## src/rtl/ann_pkg.sv

```systemverilog
// ann_pkg: shared state enum, index widths and size defaults for the layer sequencer.
package ann_pkg;
  localparam int IN_W = 7;
  localparam int NODE_W = 4;
  localparam int MAX_INPUTS_DEF = 16;
  localparam int MAX_NODES_DEF = 10;
  typedef enum logic [2:0] {
    S_IDLE,
    S_CLEAR,
    S_FETCH,
    S_DRAIN,
    S_WRITE,
    S_DONE
  } seq_state_t;
  function automatic logic [IN_W-1:0] clamp_cnt(input logic [IN_W-1:0] v, input int mx);
    return (v > IN_W'(mx)) ? IN_W'(mx) : v;
  endfunction
endpackage

```

## src/rtl/ann_index_counter.sv

```systemverilog
// ann_index_counter: clearable enabled counter that wraps after a programmable terminal value.
module ann_index_counter #(
  parameter int W = 4
) (
  input  logic         clk,
  input  logic         rst,
  input  logic         clr_i,
  input  logic         en_i,
  input  logic [W-1:0] term_i,
  output logic [W-1:0] cnt_o,
  output logic         last_o
);
  logic [W-1:0] cnt_q, cnt_d;
  assign last_o = cnt_q == term_i;
  assign cnt_o = cnt_q;
  always_comb cnt_d = clr_i ? '0 : en_i ? (last_o ? '0 : cnt_q + W'(1)) : cnt_q;
  always_ff @(posedge clk or posedge rst)
    if (rst) cnt_q <= '0;
    else cnt_q <= cnt_d;
endmodule

```

## src/rtl/ann_layer_sequencer.sv

```systemverilog
// ann_layer_sequencer: walks nodes x inputs of one FC layer, issuing coefficient reads and MAC control.
// Optional ANN_SEQ_BIAS_EN adds one bias fetch per node and a bias_sel output.
module ann_layer_sequencer
  import ann_pkg::*;
#(
  parameter int MAX_INPUTS = MAX_INPUTS_DEF,
  parameter int MAX_NODES  = MAX_NODES_DEF,
  parameter int ADDR_W     = 8
) (
  input  logic              clk,
  input  logic              rst,
  input  logic              start,
  input  logic [IN_W-1:0]   num_inputs,
  input  logic [NODE_W-1:0] num_nodes,
  input  logic [ADDR_W-1:0] coef_base,
  input  logic              coef_ready,
  output logic              coef_rd,
  output logic [ADDR_W-1:0] coef_addr,
  output logic              mac_clear,
  output logic              mac_en,
  output logic [IN_W-1:0]   input_sel,
  output logic [NODE_W-1:0] node_sel,
  output logic              node_write,
  output logic              busy,
`ifdef ANN_SEQ_BIAS_EN
  output logic              bias_sel,
`endif
  output logic              done
);
`ifdef ANN_SEQ_BIAS_EN
  localparam bit BIAS_EN = 1'b1;
`else
  localparam bit BIAS_EN = 1'b0;
`endif
  seq_state_t state_q, state_d;
  logic [ADDR_W-1:0] addr_q, addr_d;
  logic [IN_W-1:0] in_term_q, in_term_d, input_sel_q, input_sel_d, in_cnt, ni_c;
  logic [NODE_W-1:0] node_term_q, node_term_d, nn_c;
  logic mac_en_q, bias_q, in_last, node_last, accept, go;
  assign ni_c = clamp_cnt(num_inputs, MAX_INPUTS);
  assign nn_c = NODE_W'(clamp_cnt(IN_W'(num_nodes), MAX_NODES));
  assign accept = (state_q == S_FETCH) && coef_ready;
  assign go = (state_q == S_IDLE) && start;
  // With bias the last fetch index equals num_inputs, so the terminal is not decremented.
  assign in_term_d = go ? ni_c - (BIAS_EN ? IN_W'(0) : IN_W'(1)) : in_term_q;
  assign node_term_d = go ? nn_c - NODE_W'(1) : node_term_q;
  assign addr_d = go ? coef_base : accept ? addr_q + ADDR_W'(1) : addr_q;
  assign input_sel_d = accept ? in_cnt : input_sel_q;
  always_comb begin
    state_d = state_q;
    coef_rd = 1'b0;
    mac_clear = 1'b0;
    node_write = 1'b0;
    done = 1'b0;
    busy = state_q != S_IDLE;
    case (state_q)
      S_IDLE:  if (start) state_d = (ni_c == '0 || nn_c == '0) ? S_DONE : S_CLEAR;
      S_CLEAR: begin
        mac_clear = 1'b1;
        state_d = S_FETCH;
      end
      S_FETCH: begin
        coef_rd = 1'b1;
        if (accept && in_last) state_d = S_DRAIN;
      end
      S_DRAIN: state_d = S_WRITE;
      S_WRITE: begin
        node_write = 1'b1;
        state_d = node_last ? S_DONE : S_CLEAR;
      end
      S_DONE: begin
        done = 1'b1;
        state_d = S_IDLE;
      end
      default: state_d = S_IDLE;
    endcase
  end
  always_ff @(posedge clk or posedge rst)
    if (rst) begin
      state_q <= S_IDLE;
      addr_q <= '0;
      in_term_q <= '0;
      node_term_q <= '0;
      input_sel_q <= '0;
      mac_en_q <= 1'b0;
      bias_q <= 1'b0;
    end else begin
      state_q <= state_d;
      addr_q <= addr_d;
      in_term_q <= in_term_d;
      node_term_q <= node_term_d;
      input_sel_q <= input_sel_d;
      mac_en_q <= accept;
      bias_q <= accept && in_last && BIAS_EN;
    end
  ann_index_counter #(.W(IN_W)) u_in_cnt (
    .clk(clk), .rst(rst), .clr_i(state_q == S_CLEAR), .en_i(accept),
    .term_i(in_term_q), .cnt_o(in_cnt), .last_o(in_last)
  );
  ann_index_counter #(.W(NODE_W)) u_node_cnt (
    .clk(clk), .rst(rst), .clr_i(state_q == S_IDLE), .en_i(state_q == S_WRITE && !node_last),
    .term_i(node_term_q), .cnt_o(node_sel), .last_o(node_last)
  );
  assign coef_addr = addr_q;
  assign mac_en = mac_en_q;
  assign input_sel = input_sel_q;
`ifdef ANN_SEQ_BIAS_EN
  assign bias_sel = bias_q;
`else
  logic unused_bias;
  assign unused_bias = bias_q;
`endif
endmodule
```

## config.mk

```make
export PLATFORM = sky130hd
export DESIGN_NAME = ann_layer_sequencer
export DESIGN_NICKNAME = d
export VERILOG_FILES = /design/src/rtl/ann_pkg.sv /design/src/rtl/ann_index_counter.sv /design/src/rtl/ann_layer_sequencer.sv
export SDC_FILE = /design/constraint.sdc
export NUM_CORES = 1
export LEC_CHECK = 0
export BUFFER_PORTS_ARGS = -buffer_cell sky130_fd_sc_hd__buf_2
export CAP_MARGIN = 10
export CORE_ASPECT_RATIO = 0.5
export CORE_UTILIZATION = 35
export CTS_BUF_LIST = sky130_fd_sc_hd__clkbuf_8 sky130_fd_sc_hd__clkbuf_16
export CTS_CLUSTER_DIAMETER = 40
export DETAILED_ROUTE_END_ITERATION = 10
export GPL_ROUTABILITY_DRIVEN = 0
export HOLD_SLACK_MARGIN = 0.05
export PLACE_DENSITY = 0.65
export SLEW_MARGIN = 20
export SYNTH_ARGS = -nofsm -noshare
export SYNTH_HDL_FRONTEND = slang
export SYNTH_SLANG_ARGS = --single-unit
export TNS_END_PERCENT = 30
```

## constraint.sdc

```tcl
create_clock -name clk -period 1.9 [get_ports clk]
set_input_delay 0.57 -clock clk [delete_from_list [all_inputs] [get_ports clk]]
set_output_delay 0.57 -clock clk [all_outputs]
set_load 0.01 [all_outputs]
```

==> metrics.yaml, run 1 <==
status: "finished clean"
cts-root-buf: "clkbuf_16"
clk_latency_ns: 0.29
finalSetupViolCount: 0
ys_seq_area_share_pct: 47.13
antenna_found_initial: 0
crit_slowest_cell: "dfrtp_1"
crit_fanout: 9
wl_per_cell_um: 13.18
internal_power_w: 0.002410
fin_nets: 321
clk_pin_slew_ns: 0.06
syn-cell-area_mm2: 0.002177
postRouteAntennaNets: 0
yosysTopAreaCell: "dfrtp_1"
drc_errors: 0
finalCriticalPeriod_ns: 1.828
yosysWarnings: 0
p_seq_share_pct: 37.7
rows: 19
crit_arrival_ns: 1.26
regToRegSetupSlack_ns: 0.17
die_y_um: 57.77
finalSetupTns_ns: 0
drt-total-wl_mm: 4.967
crit_path_end: "node_write"
final_cells: 377
worst_setup_path_start_kind: "register"
io_buffers: 47
relSlewSlack_pct: 64.51
synthTopCellsByArea: "dfrtp_1, nand2_1, xor2_1"
ys_ff_latch: 41
vias_per_cell: 4.944
share_comb_of_total_power_pct: 36.1
worstPathCellList: "nor3b_2 -> buf_2"
worstMarginPinSlew_ns: 0.5323
hold_path.class: "input pin to asynchronous set/reset pin"
ys_types: 46
cp-end-kind: "output port"
cp.required_ns: 1.33
path_class: "register to output port"
synth_edf_count: 0
vias: 1864
die-area_mm2: 0.006559
finalHoldViolCount: 0
crit_path_start: "state_q[1]$_DFFE_PP0P_"
power_switching_w: 0.001362
synth_ff_type: "dfrtp_1"
async_reset_ff_share_pct: 100.0
min_period_over_period_pct: 96.23
fmax_ghz: 0.5469
die_w_um: 113.5
reg2reg_from: "u_in_cnt.cnt_o[2]$_DFFE_PP0P_"
dpl.cell_count: 369
grt_pass1_vias: 1780
first_pass_iters: 4
worst_r2r_endpoint: "u_in_cnt.cnt_o[5]$_DFFE_PP0P_"
drive_gt1_share_pct: 28.67
grtUsageTotal_pct: 16.53
synth_commonest_cells: "nand2_1, dfrtp_1, nor2_1"
synth.most_common_cell: "nand2_1"
tritoncts: "built"
htree_levels: 2
detailed_place_hpwl_mm: 3.624
cap_violations: 0
slew_violations: 0
drt_iter0_markers: 75
antenna_cells: 0
r2r_cells: 6
switching_share_pct: 36.10
clk_path_buf_depth: 2
initial_core_util_pct: 38.00
netlist_instances: 232
cpPeakStageDelay_ns: 0.49
finalClockSkew_ns: 0.005519
cellLeakagePower_nw: 1.354
io_pins: 48
gr-total-overflow: 0
yosysTopAreaCellShare_pct: 47.13
grt_pass1_wl_mm: 8.307
coreArea_mm2: 0.005729
grt_max_degree: 42
synthesis.nets: 261
power.density_mw_per_mm2: 1370
rsz0062_at_grt: "no"
fill_cells: 550
clock_sinks: 41
ir_drop_uv: 555.1
areaGrowthSynthToFinish_pct: 26.44
syn_area_per_cell_um2: 9.384
cts_buffers: 5
pwr-share-clk_pct: 26.2
metal layers:
layer / vias up / track usage (%) / wire [um]
li1: 926 / - / -
met1: 895 / 20.68 / 2387
met2: 36 / 26.48 / 2258
met3: 7 / 6.067 / 255
met4: 0 / 6.391 / 65
met5: - / 0 / 0
logic make-up (layout without fill, tap and decap cells):
group / Yosys count / after routing / synth area share (%)
muxes: 1 / 1 / 0.4598
adders and majority gates: 6 / 6 / 3.448
and+or+nand+nor: 106 / 106 / 23.51
buffers and inverters: 15 / 76 / 3.793
DFF: 41 / 41 / 47.13
xor gates and xnor gates: 17 / 17 / 7.184
AOI/OAI and AO/OA: 46 / 46 / 14.48
cells in the final DEF (no fill, tap or decap), types with 3 or more instances in the layout:
cell type	n
nand2_1	49
buf_2	47
dfrtp_1	40
nor2_1	17
buf_4	16
o21ai_0	14
xor2_1	9
xnor2_1	7
nand3_1	7
ha_1	6
nor3_1	5
inv_1	5
clkbuf_16	5
a31oi_1	4
o211ai_1	4
nand4_1	4
a21oi_1	4
and2_1	3
nor3_2	3
o22ai_1	3
and3_1	3
or2_2	3
nand2b_1	3
per-stage QoR:
step / util (%) / setup slack, ns / total power [W] / hold WS [ns] / instance area [um^2]
floorplan: - / 0.1807 / 0.002265 / 0.4689 / 2177
global placement: 44.92 / 0.2190 / 0.002737 / 0.4553 / 2574
detailed placement: 44.92 / 0.1463 / 0.002784 / 0.4590 / 2574
CTS: 48.02 / 0.04748 / 0.003786 / 0.4236 / 2751
global route: 48.05 / 0.01309 / 0.004008 / 0.4558 / 2753
finish: 48.05 / 0.07156 / 0.003771 / 0.4077 / 2753
worst max-delay path: cells and delay by family, from the launching register on:
family        cells  cell delay [ns]
buf+inv           1             0.19
simple gates      1             0.29
flops             1             0.49
flip-flops by register name (all words and copies together) (netlist names):
name,count
coef_addr,8
in_term_q,7
input_sel,7
mac_en,1
node_term_q,4
state_q,3
u_in_cnt.cnt_o,7
u_node_cnt.cnt_o,4
power by group through the flow:
stage	clock network, W	registers, W	logic (W)
floorplan	0	0.00141	0.000858
global placement	0	0.00141	0.00133
detailed placement	0	0.00142	0.00136
CTS	0.00100	0.00141	0.00137
global route	0.00104	0.00146	0.00151
finish	0.000990	0.00142	0.00136
layout make-up:
| class | instances | area [um^2] | share of cell area, % |
|---|---|---|---|
| multi-input cells | 176 | 1074 | 39.00 |
| flip-flops and latches | 41 | 1027 | 37.32 |
| repair buffers | 63 | 355.3 | 12.91 |
| clock buffers | 6 | 138.9 | 5.045 |
| well taps | 84 | 105.1 | 3.818 |
| clock inverters | 2 | 33.78 | 1.227 |
| inverters | 5 | 18.77 | 0.6818 |
what timing repair did:
action                                  4_1_cts  5_1_grt
endpoints found under the hold margin         0        0
setup buffers                                 0        0
hold buffers                                  0        0
gates resized for setup                       1        1
endpoints found under the setup margin        1        2
worst min path at each step:
stage | start | to | slack (ns) | depth (start not counted)
after detailed placement | input_sel[2]$_DFFE_PP0P_ | input_sel[2]$_DFFE_PP0P_ | 0.46 | 2
after CTS | rst | input_sel[2]$_DFFE_PP0P_ | 0.42 | 3
after global routing | rst | input_sel[1]$_DFFE_PP0P_ | 0.46 | 3
final | rst | input_sel[1]$_DFFE_PP0P_ | 0.41 | 3
after global placement | input_sel[3]$_DFFE_PP0P_ | input_sel[3]$_DFFE_PP0P_ | 0.46 | 2
after floorplan | in_term_q[6]$_DFFE_PP0P_ | in_term_q[6]$_DFFE_PP0P_ | 0.47 | 2
No activity file was read; power rests on OpenSTA's default activity.
==> run 2: changes to the inputs <==
--- a/config.mk
+++ b/config.mk
@@ -9,7 +9,6 @@
 export CAP_MARGIN = 10
 export CORE_ASPECT_RATIO = 0.5
 export CORE_UTILIZATION = 35
-export CTS_BUF_LIST = sky130_fd_sc_hd__clkbuf_8 sky130_fd_sc_hd__clkbuf_16
 export CTS_CLUSTER_DIAMETER = 40
 export DETAILED_ROUTE_END_ITERATION = 10
 export GPL_ROUTABILITY_DRIVEN = 0
==> run 2 against run 1 <==
Compared with the run above: wire length unchanged; combinational power about the same; clock skew about the same; cell area unchanged; register-to-register slack about the same; cell count unchanged; sequential power about the same; worst setup slack about the same; clock-buffer cell count up 1; first-iteration DRC count unchanged; total power up 0.13%; clock power up 0.4%.
==> metrics.yaml, run 2 (same netlist as run 1, synthesis figures left out) <==
status: "finished clean"  # unchanged
fin_util_pct: 48.05  # unchanged
wl_per_cell_um: 13.18  # unchanged
cp.required_ns: 1.33  # about the same
antenna_cells: 0  # unchanged
fmax_ghz: 0.5470  # was 0.5469 GHz
power_w: 0.003776  # was 0.003771 W
largest_reg_flops: 8  # unchanged
crit_buf_inv: 1  # unchanged
crit_arrival_ns: 1.26  # about the same
crit_fanout: 9  # unchanged
die_w_um: 113.5  # unchanged
initial_core_util_pct: 38.00  # unchanged
grtUsageTotal_pct: 16.53  # unchanged
fin_nets: 321  # unchanged
wl_met1_mm: 2.387  # unchanged
detailed_place_hpwl_mm: 3.624  # unchanged
postRouteAntennaNets: 0  # unchanged
reg2reg_from: "u_in_cnt.cnt_o[2]$_DFFE_PP0P_"  # unchanged
cp-end-kind: "output port"  # unchanged
clock_sinks: 41  # unchanged
cellLeakagePower_nw: 1.350  # was 1.354 nW
vias: 1864  # unchanged
coreArea_mm2: 0.005729  # unchanged
io_buffers: 47  # unchanged
rsz0062_at_grt: "no"  # unchanged
drt_iter0_markers: 75  # unchanged
cpPeakStageDelay_ns: 0.49  # about the same
io_pins: 48  # unchanged
min_period_over_period_pct: 96.21  # was 96.23%
grt_pass1_vias: 1780  # unchanged
areaGrowthSynthToFinish_pct: 26.44  # unchanged
drc_errors: 0  # unchanged
worstPathCellList: "nor3b_2 -> buf_2"  # unchanged
die-area_mm2: 0.006559  # unchanged
slew_violations: 0  # unchanged
cts-root-buf: "clkbuf_16"  # unchanged
worst_setup_path_start_kind: "register"  # unchanged
cts_buffers: 5  # unchanged
finalSetupTns_ns: 0  # unchanged
cap_violations: 0  # unchanged
finalCriticalPeriod_ns: 1.828  # about the same
ir_drop_uv: 555.2  # was 555.1 uV
path_class: "register to output port"  # unchanged
gr-total-overflow: 0  # unchanged
drt-total-wl_mm: 4.967  # unchanged
grt_max_degree: 42  # unchanged
regToRegSetupSlack_ns: 0.17  # about the same
first_pass_iters: 4  # unchanged
holdWs_ns: 0.4077  # unchanged
clk_pin_slew_ns: 0.06  # about the same
grt_pass1_wl_mm: 8.307  # unchanged
crit_family: "flip-flops"  # unchanged
hold_path.class: "input pin to asynchronous set/reset pin"  # unchanged
antenna_found_initial: 0  # unchanged
worst_r2r_endpoint: "u_in_cnt.cnt_o[5]$_DFFE_PP0P_"  # unchanged
relSlewSlack_pct: 64.51  # unchanged
htree_levels: 2  # unchanged
worstMarginPinSlew_ns: 0.5323  # unchanged
drive_gt1_share_pct: 28.67  # unchanged
wl_met3_um: 255  # unchanged
power.density_mw_per_mm2: 1372  # was 1370 mW/mm^2
final_cell_mix: "nand2_1, buf_2, dfrtp_1"  # unchanged
final_common_cell: "nand2_1"  # unchanged
maxUsedRoutingLayer: "met4"  # unchanged
rows: 19  # unchanged
clk_latency_ns: 0.29  # about the same
vias_per_cell: 4.944  # unchanged
die_y_um: 57.77  # unchanged
finalHoldViolCount: 0  # unchanged
finalSetupViolCount: 0  # unchanged
tritoncts: "built"  # unchanged
wl_met2_mm: 2.258  # unchanged
crit_slowest_cell: "dfrtp_1"  # unchanged
r2r_cells: 6  # unchanged
clk_path_buf_depth: 2  # unchanged
finalClockSkew_ns: 0.005259  # was 0.005519 ns
-- run 2: cell type report --
class,count,area [um^2]
multi-input combinational,176,1074
clock buffer,7,142.6
tap,84,105.1
timing repair buffer,63,355.3
inverter,5,18.77
fill,550,2977
sequential,41,1027
clock inverter,1,30.03
-- run 2: routing by layer --
layer / vias up / GRT usage [%]
met1: 895 / 20.68
met3: 7 / 6.067
met5: - / 0
li1: 926 / -
met4: 0 / 6.391
met2: 36 / 26.48
-- run 2: per-stage QoR --
step                instance area [um^2]  instances  setup WS [ns]
floorplan                           2177        232         0.1807
global placement                    2574        369         0.2190
detailed placement                  2574        369         0.1463
CTS                                 2751        377        0.04748
global route                        2753        377        0.01309
finish                              2753        377        0.07194
-- run 2: report_power, final --
group	leakage, nW	internal (W)	total [W]	switching [W]
registers	0.525	0.00113	0.00142	0.000289
logic	0.741	0.000628	0.00136	0.000733
clock network	0.0841	0.000656	0.000994	0.000338
total	1.35	0.00242	0.00378	0.00136
-- run 2: how the worst max path moves through the flow --
stage	start	end	slack, ns	depth (start not counted)
final	state_q[1]$_DFFE_PP0P_	node_write	0.07	2
after global routing	state_q[0]$_DFFE_PP0P_	busy	0.01	3
after CTS	state_q[2]$_DFFE_PP0P_	busy	0.05	3
after detailed placement	coef_ready	coef_addr[7]$_DFFE_PP0P_	0.15	9
after global placement	num_nodes[2]	state_q[2]$_DFFE_PP0P_	0.22	7
after floorplan	num_inputs[5]	state_q[2]$_DFFE_PP0P_	0.18	6
-- run 2: worst register-to-register path: cells and delay by family (launching register included) --
kind	cells	cell delay, ns
AND/OR/NAND/NOR	2	0.20
XOR/XNOR	1	0.20
AO/OA/AOI/OAI	2	0.51
buffers and inverters	1	0.23
flip-flops	1	0.46
-- run 2: repair_timing --
item / 4_1_cts / 5_1_grt
endpoints found under the hold margin: 0 / 0
gates resized for setup: 1 / 1
hold buffers: 0 / 0
buffers inserted: 0 / 0
endpoints found under the setup margin: 1 / 2
